File: src/rtl/interrupt_pkg.sv
// Shared types and constants for the interrupt dispatcher.
package interrupt_pkg;

    localparam int unsigned NUM_SRC = 8;
    localparam int unsigned IDX_W   = 3;

    localparam logic [IDX_W-1:0] SW0   = 3'd0;
    localparam logic [IDX_W-1:0] SW1   = 3'd1;
    localparam logic [IDX_W-1:0] SW2   = 3'd2;
    localparam logic [IDX_W-1:0] SW3   = 3'd3;
    localparam logic [IDX_W-1:0] NORTH = 3'd4;
    localparam logic [IDX_W-1:0] SOUTH = 3'd5;
    localparam logic [IDX_W-1:0] EAST  = 3'd6;
    localparam logic [IDX_W-1:0] WEST  = 3'd7;

    localparam int unsigned DEFAULT_TIMEOUT_CYCLES = 255;

    typedef enum logic [1:0] {
        StIdle,
        StRequest,
        StService,
        StClear
    } irq_state_e;

endpackage

File: src/rtl/irq_priority_enc.sv
// Combinational priority encoder: the lowest set request bit wins.
module irq_priority_enc
    import interrupt_pkg::*;
(
    input  logic [NUM_SRC-1:0] req,
    output logic [IDX_W-1:0]   idx,
    output logic               valid
);

    always_comb begin
        idx   = '0;
        valid = 1'b0;
        // Scan high to low so the lowest set index is the last one written.
        for (int i = NUM_SRC - 1; i >= 0; i--) begin
            if (req[i]) begin
                idx   = IDX_W'(i);
                valid = 1'b1;
            end
        end
    end

endmodule

File: src/rtl/interrupt_dispatcher.sv
// Interrupt dispatcher: masks and prioritises eight sources, runs the request/ack/done handshake.
// Define IRQ_TIMEOUT_EN to enable the acknowledge timeout and the sticky Timeout flag.
module interrupt_dispatcher
    import interrupt_pkg::*;
#(
    parameter logic [7:0]  RESET_MASK     = 8'hFF,
    parameter int unsigned TIMEOUT_CYCLES = DEFAULT_TIMEOUT_CYCLES
) (
    input  logic               CLK,
    input  logic               CLR,
    input  logic [NUM_SRC-1:0] Src_State,
    input  logic               Mask_Write,
    input  logic [NUM_SRC-1:0] Mask_Data,
    input  logic               IRQ_Ack,
    input  logic               IRQ_Done,
    output logic               IRQ,
    output logic [IDX_W-1:0]   IRQ_Cause,
    output logic [NUM_SRC-1:0] Src_Clear,
    output logic [NUM_SRC-1:0] Pending,
    output logic               Busy,
    output logic               Timeout
);

    if (TIMEOUT_CYCLES < 1 || TIMEOUT_CYCLES > 255) begin : g_bad_timeout
        $error("TIMEOUT_CYCLES must be in 1..255");
    end

    irq_state_e         state_q;
    logic [NUM_SRC-1:0] mask_q;
    logic [IDX_W-1:0]   win_idx;
    logic               win_valid;

    irq_priority_enc u_prio (
        .req   (Src_State & mask_q),
        .idx   (win_idx),
        .valid (win_valid)
    );

`ifdef IRQ_TIMEOUT_EN
    localparam logic [7:0] TMO_LAST = 8'(TIMEOUT_CYCLES - 1);
    logic [7:0] tmo_cnt_q;
`endif

    always_ff @(posedge CLK or negedge CLR) begin
        if (!CLR) begin
            state_q   <= StIdle;
            mask_q    <= RESET_MASK;
            IRQ       <= 1'b0;
            IRQ_Cause <= '0;
            Src_Clear <= '0;
            Pending   <= '0;
`ifdef IRQ_TIMEOUT_EN
            Timeout   <= 1'b0;
            tmo_cnt_q <= '0;
`endif
        end else begin
            Pending   <= Src_State & mask_q;
            Src_Clear <= '0;
            if (Mask_Write) begin
                mask_q <= Mask_Data;
            end

            unique case (state_q)
                StIdle: begin
                    if (win_valid) begin
                        IRQ_Cause <= win_idx;
                        IRQ       <= 1'b1;
                        state_q   <= StRequest;
`ifdef IRQ_TIMEOUT_EN
                        tmo_cnt_q <= '0;
`endif
                    end
                end
                StRequest: begin
                    if (IRQ_Ack) begin
                        IRQ     <= 1'b0;
                        state_q <= StService;
                    end
`ifdef IRQ_TIMEOUT_EN
                    // Abandon the request; the source stays set and is re-arbitrated.
                    else if (tmo_cnt_q == TMO_LAST) begin
                        IRQ     <= 1'b0;
                        Timeout <= 1'b1;
                        state_q <= StIdle;
                    end else begin
                        tmo_cnt_q <= tmo_cnt_q + 8'd1;
                    end
`endif
                end
                StService: begin
                    if (IRQ_Done) begin
                        Src_Clear <= NUM_SRC'(1) << IRQ_Cause;
                        state_q   <= StClear;
                    end
                end
                StClear: begin
                    state_q <= StIdle;
                end
                default: begin
                    state_q <= StIdle;
                end
            endcase
        end
    end

`ifndef IRQ_TIMEOUT_EN
    assign Timeout = 1'b0;
`endif

    assign Busy = (state_q != StIdle);

endmodule

File: config.mk
export PLATFORM = sky130hd
export DESIGN_NAME = interrupt_dispatcher
export DESIGN_NICKNAME = d
export VERILOG_FILES = /design/src/rtl/interrupt_pkg.sv /design/src/rtl/irq_priority_enc.sv /design/src/rtl/interrupt_dispatcher.sv
export SDC_FILE = /design/constraint.sdc
export NUM_CORES = 1
export LEC_CHECK = 0
export ABC_AREA = 1
export ABC_CLOCK_PERIOD_IN_PS = 2500
export CAP_MARGIN = 30
export CORE_MARGIN = 4
export CORE_UTILIZATION = 48
export DETAILED_ROUTE_END_ITERATION = 16
export PLACE_DENSITY_LB_ADDON = 0.25
export SLEW_MARGIN = 30
export SYNTH_ARGS = -nofsm -noshare
export SYNTH_HDL_FRONTEND = slang
export SYNTH_SLANG_ARGS = --single-unit
File: constraint.sdc
create_clock -name CLK -period 2.5 [get_ports CLK]
set_input_delay 0.5 -clock CLK [delete_from_list [all_inputs] [get_ports CLK]]
set_output_delay 0.5 -clock CLK [all_outputs]
set_load 0.05 [all_outputs]
Yosys cells after proc, flatten, opt, wreduce, memory -nomap -nowiden
Cells that the tools add are included.

operators by class
  add/sub/neg operators = 0
  $mul = 0
  divide/modulo/power cells = 0
  order comparisons = 0
  eq/ne operators = 6
  shifts and indexed selects = 1
  mux-type cells = 25
  bitwise gates (word level) = 1
  reductions and logical operators = 6

operator list
  operator               count
  $mux W3                8
  $mux W8                2
  $mux W1                10
  $and A8 B8 Y8          1
  $pmux W2 S4            1
  $shl A1 B3 Y8 const A  1
  $mux W2                3
  $reduce_and A3 Y1      2
  $eq A2 B2 Y1 const B   2
  $ne A2 B2 Y1 const B   2
  $reduce_bool A2 Y1     2
  $eq A2 B1 Y1 const B   1
  $logic_not A2 Y1       1
  $ne A2 B1 Y1 const B   1
  $pmux W1 S2            1
  $reduce_and A2 Y1      1

storage, ports and cells
  register bits after elaboration = 30
  latch bits = 0
  RAM bits = 0
  ROM bits = 0
  input port bits = 21
  output and inout bits = 22
  logic and storage cells = 45
  memories kept = 0

Longest topological paths before layout
  depth after elaboration = 11
  depth in mapped cells = 10
  mapped depth without buffers = 10

Hierarchy
A second synthesis with hierarchy kept.

unflattened totals
  cell total of the unflattened synthesis = 131
  area, all modules = 1298.7 sq um

modules (own cells, without submodules)
  module                instances  cells an instance  area an instance (sq um)  sequential area each (sq um)
  interrupt_dispatcher  1          109                1199.9                    760.7
  irq_priority_enc      1          22                 98.8                      0.0

Worst setup path before layout
No wires, ideal clock.

  path type = register -> output
  from = register state_q[0]
  to = output port Busy
  arrival time = 1032 ps
  data required time = 2000 ps
  slack = 968 ps
  stages on the path, launching flop included = 4
  path buffers = 0
  path through = dfrtp_1 -> inv_1 -> ha_1 -> inv_1

between the ends
  longest elaborated chain between the ends = 1

RTL lines
  what                    RTL line                     source
  from (decl)             interrupt_dispatcher.sv:28   irq_state_e state_q;
  from (signal assigned)  interrupt_dispatcher.sv:46   state_q <= StIdle;
  from (signal assigned)  interrupt_dispatcher.sv:68   state_q <= StRequest;
  from (signal assigned)  interrupt_dispatcher.sv:77   state_q <= StService;
  $reduce_bool A2 Y1      interrupt_dispatcher.sv:110  assign Busy = (state_q != StIdle);
  to (decl)               interrupt_dispatcher.sv:20   output logic Busy,

No other way between the ends.

Worst setup path after layout
  from = register IRQ_Cause[0]
  to = output port IRQ_Cause[0]

RTL lines
  what                    RTL line                    source
  from (decl)             interrupt_dispatcher.sv:17  output logic [IDX_W-1:0] IRQ_Cause,
  from (signal assigned)  interrupt_dispatcher.sv:66  IRQ_Cause <= win_idx;

No word-level cell between the ends.

==> results.md <==
* Gate count of the mapped netlist at 122
* Distinct cell type count after synthesis at 21
* Initial Util at approximately half
* Number of global-route vias before repair at roughly 1000
* Hold Path Class: flop to flop
* FMAX at between 400 and 500 MHz
* Register area share after synthesis at around three fifths
* Initial antenna violation count at 0
* Fin crit period at a little over 2 ns
* CP Depth at 1
* Buffers on Ports at 41
* Worst Skew at between 0.007 and 0.008 ns
* Worst endpoint required time at roughly 2.0 ns
* IO Pins at 43
* Reg2reg end: state_q[1]
* Flops & latches, synth at 30
* Die Width at 59.8 microns
* Nets at roughly 190
* Critical path's top delay family: buffers and inverters
* Crit-path cells: clkdlybuf4s50_1
* Post-DRT Antenna Nets at 0
* Worst r2r src: state_q[0]
* DR DRC count at 0
* Clock sink count at 30
* DRT iter0 DRCs at 24
* Max_cap viols at 0
* Final Slew Violations at 0
* Post-Route WL at around 2600 microns
* Worst path slowest cell: clkdlybuf4s50_1
* Cell Pwr Density at roughly 920 nW/um^2
* Num CTS Buffers at 5
* Placement Cell Area at between 1500 and 2000 sq um
* Mean area per synthesized cell at between 10 and 15 sq um
* Via count at approximately 940
* Clock Tree Root: clkbuf_4
* Antenna fix cells at 0
* WP buf/inv at 1
* RePlAce Congestion at 0.778
* Post-synthesis instance area at 1290 sq um
* Setup crit end kind: output pin
* Clk_lat worst skew at 0.33 ns
* Final std cell area, no fill at roughly 1800 sq um
* GRT Residual Overflow at 0
* Worst R2R Path Depth at 6
* Synthesis Warnings at 0
* Layout cells sized above 1 at between 20% and 30%
* H-tree Lvls at 2
* Wire per inst at 12.9 microns
* CTS clk-pin slew, worst paths at 0.09 ns
* First-pass GRT wire length at approximately 4400 microns
* Final hold violations at 0
* Crit-path max FO at 5
* Die ar. at approximately 3600 sq um
* Setup repair bufs after CTS at 0
* DP Wirelength at a little over 2000 microns
* Height of the chip at around 60 microns
* Floorplan core area at around 2500 sq um
* Max clock buf depth at 2
* Finish-stage setup viols at 0
* Std-Cell Rows at 18
* Largest net degree at the start of global routing at 31
* CP max stage delay at 0.82 ns
* P&R area growth vs syn at 38.9%
* VDD IR max at approximately 760 uV
* Reg2reg setup slack at about 1.1 ns
* Vias per inst at between 4 and 5
* WP data arrival at roughly 1.6 ns
* Post-Syn Nets at roughly 150
* Worst setup path endpoint: IRQ_Cause[0]
* Worst slew pin tran at 0.509 ns
* Final TNS setup at 0 ns
* CTS Hold Bufs at 0
* Crit path kind: flop to output pin
* Startpoint Class: flop
* Worst slew margin at 65.9%
* Tcrit/Tclk final at between 80 and 90%
* CTS tree: done
* Post-CTS sizing at 0
* Status: finished, final reports clean
* RSZ-0062 raised after global routing: no
* Total global-route track usage at about 17%
* Pleak at between 0.0008 and 0.0009 uW
* First drt pass iteration count at 4
* Crit. Startpoint: IRQ_Cause[0]
worst min path at each step:
stage / startpoint / endpoint / cells past startpoint
after floorplan: CLR / IRQ / 0
after global placement: IRQ / IRQ / 2
after detailed placement: IRQ / IRQ / 2
after CTS: IRQ / IRQ / 2
after global routing: IRQ / IRQ / 2
final: IRQ / IRQ / 2
cells in the mapped netlist:
cell type / count / area [sq um]
mux2_1: 8 / 90.1
ha_1: 3 / 37.5
nand2_1: 27 / 101
conb_1: 1 / 3.75
buf_2: 1 / 5.00
nand4_1: 2 / 12.5
nand3_2: 2 / 20.0
inv_2: 3 / 11.3
nand3b_1: 2 / 15.0
nor2_1: 10 / 37.5
dfrtp_1: 22 / 551
nand2_2: 10 / 62.6
nand3_1: 2 / 10.0
buf_4: 1 / 7.51
or2_2: 2 / 12.5
inv_1: 13 / 48.8
o22a_1: 1 / 8.76
nor2_4: 2 / 22.5
dfstp_2: 8 / 210
a31o_2: 1 / 8.76
nand2_4: 1 / 11.3
worst register-to-register path: stages, from the launching register on:
cell and delay [ns]:
dfrtp_1 0.41, inv_1 0.10, ha_1 0.21, inv_1 0.06, or2_2 0.31, nand4_1 0.11
nand2_1 0.06
layout by cell type, fill, tap and decap left out, drive strengths merged:
| cell type | count |
|---|---|
| nand3b | 2 |
| nand4 | 2 |
| buf | 2 |
| mux2 | 8 |
| or2 | 2 |
| a31o | 1 |
| dfrtp | 22 |
| dfstp | 8 |
| nand3 | 4 |
| clkbuf | 7 |
| clkdlybuf4s50 | 40 |
| inv | 16 |
| clkinv | 1 |
| ha | 3 |
| conb | 1 |
| o22a | 1 |
| nand2 | 38 |
| nor2 | 12 |
cell families after synthesis:
kind of cell	Yosys count	synth area share, %
simple gates	60	23.7
other cells	1	0.291
fa+ha+maj	3	2.92
flops	30	59.1
mux	8	7.00
buf+inv	18	5.64
compound gates	2	1.36
layout make-up:
class	instances	area (sq um)
Clock inverter	1	5.00
Tap cell	30	37.5
Timing Repair Buffer	42	415
Sequential cell	30	761
Multi-Input combinational cell	74	454
Clock buffer	7	55.1
Fill cell	197	734
Inverter	16	60.1
power breakdown:
group	internal [uW]	switching (uW)	leakage [uW]	total, uW
Combinational	257	463	0.000479	720
Sequential	576	53.1	0.000372	629
Clock	136	160	0.0000353	296
sequential cells by signal, summed over array words and instances (netlist names):
register,flops
IRQ,1
IRQ_Cause,3
Pending,8
Src_Clear,8
mask_q,8
state_q,2
routing by layer:
metal	vias to the layer above	track usage [%]	share of wire, %
met1	428	17.3	37
met4	0	6.65	2.0
met2	35	31.3	52
li1	469	-	-
met5	-	0	0
met3	5	7.56	9.4
per-stage QoR:
step	worst slack [ns]	cells	util, %	hold slack (ns)	total power, uW
global route	0.373	200	70.9	0.527	1770
floorplan	0.968	122	-	0.204	1130
CTS	0.422	200	70.9	0.509	1660
detailed placement	0.793	192	68.5	0.494	1360
global placement	0.806	192	68.5	0.472	1330
finish	0.443	200	70.9	0.504	1650
No activity file was read; power rests on OpenSTA's default activity.
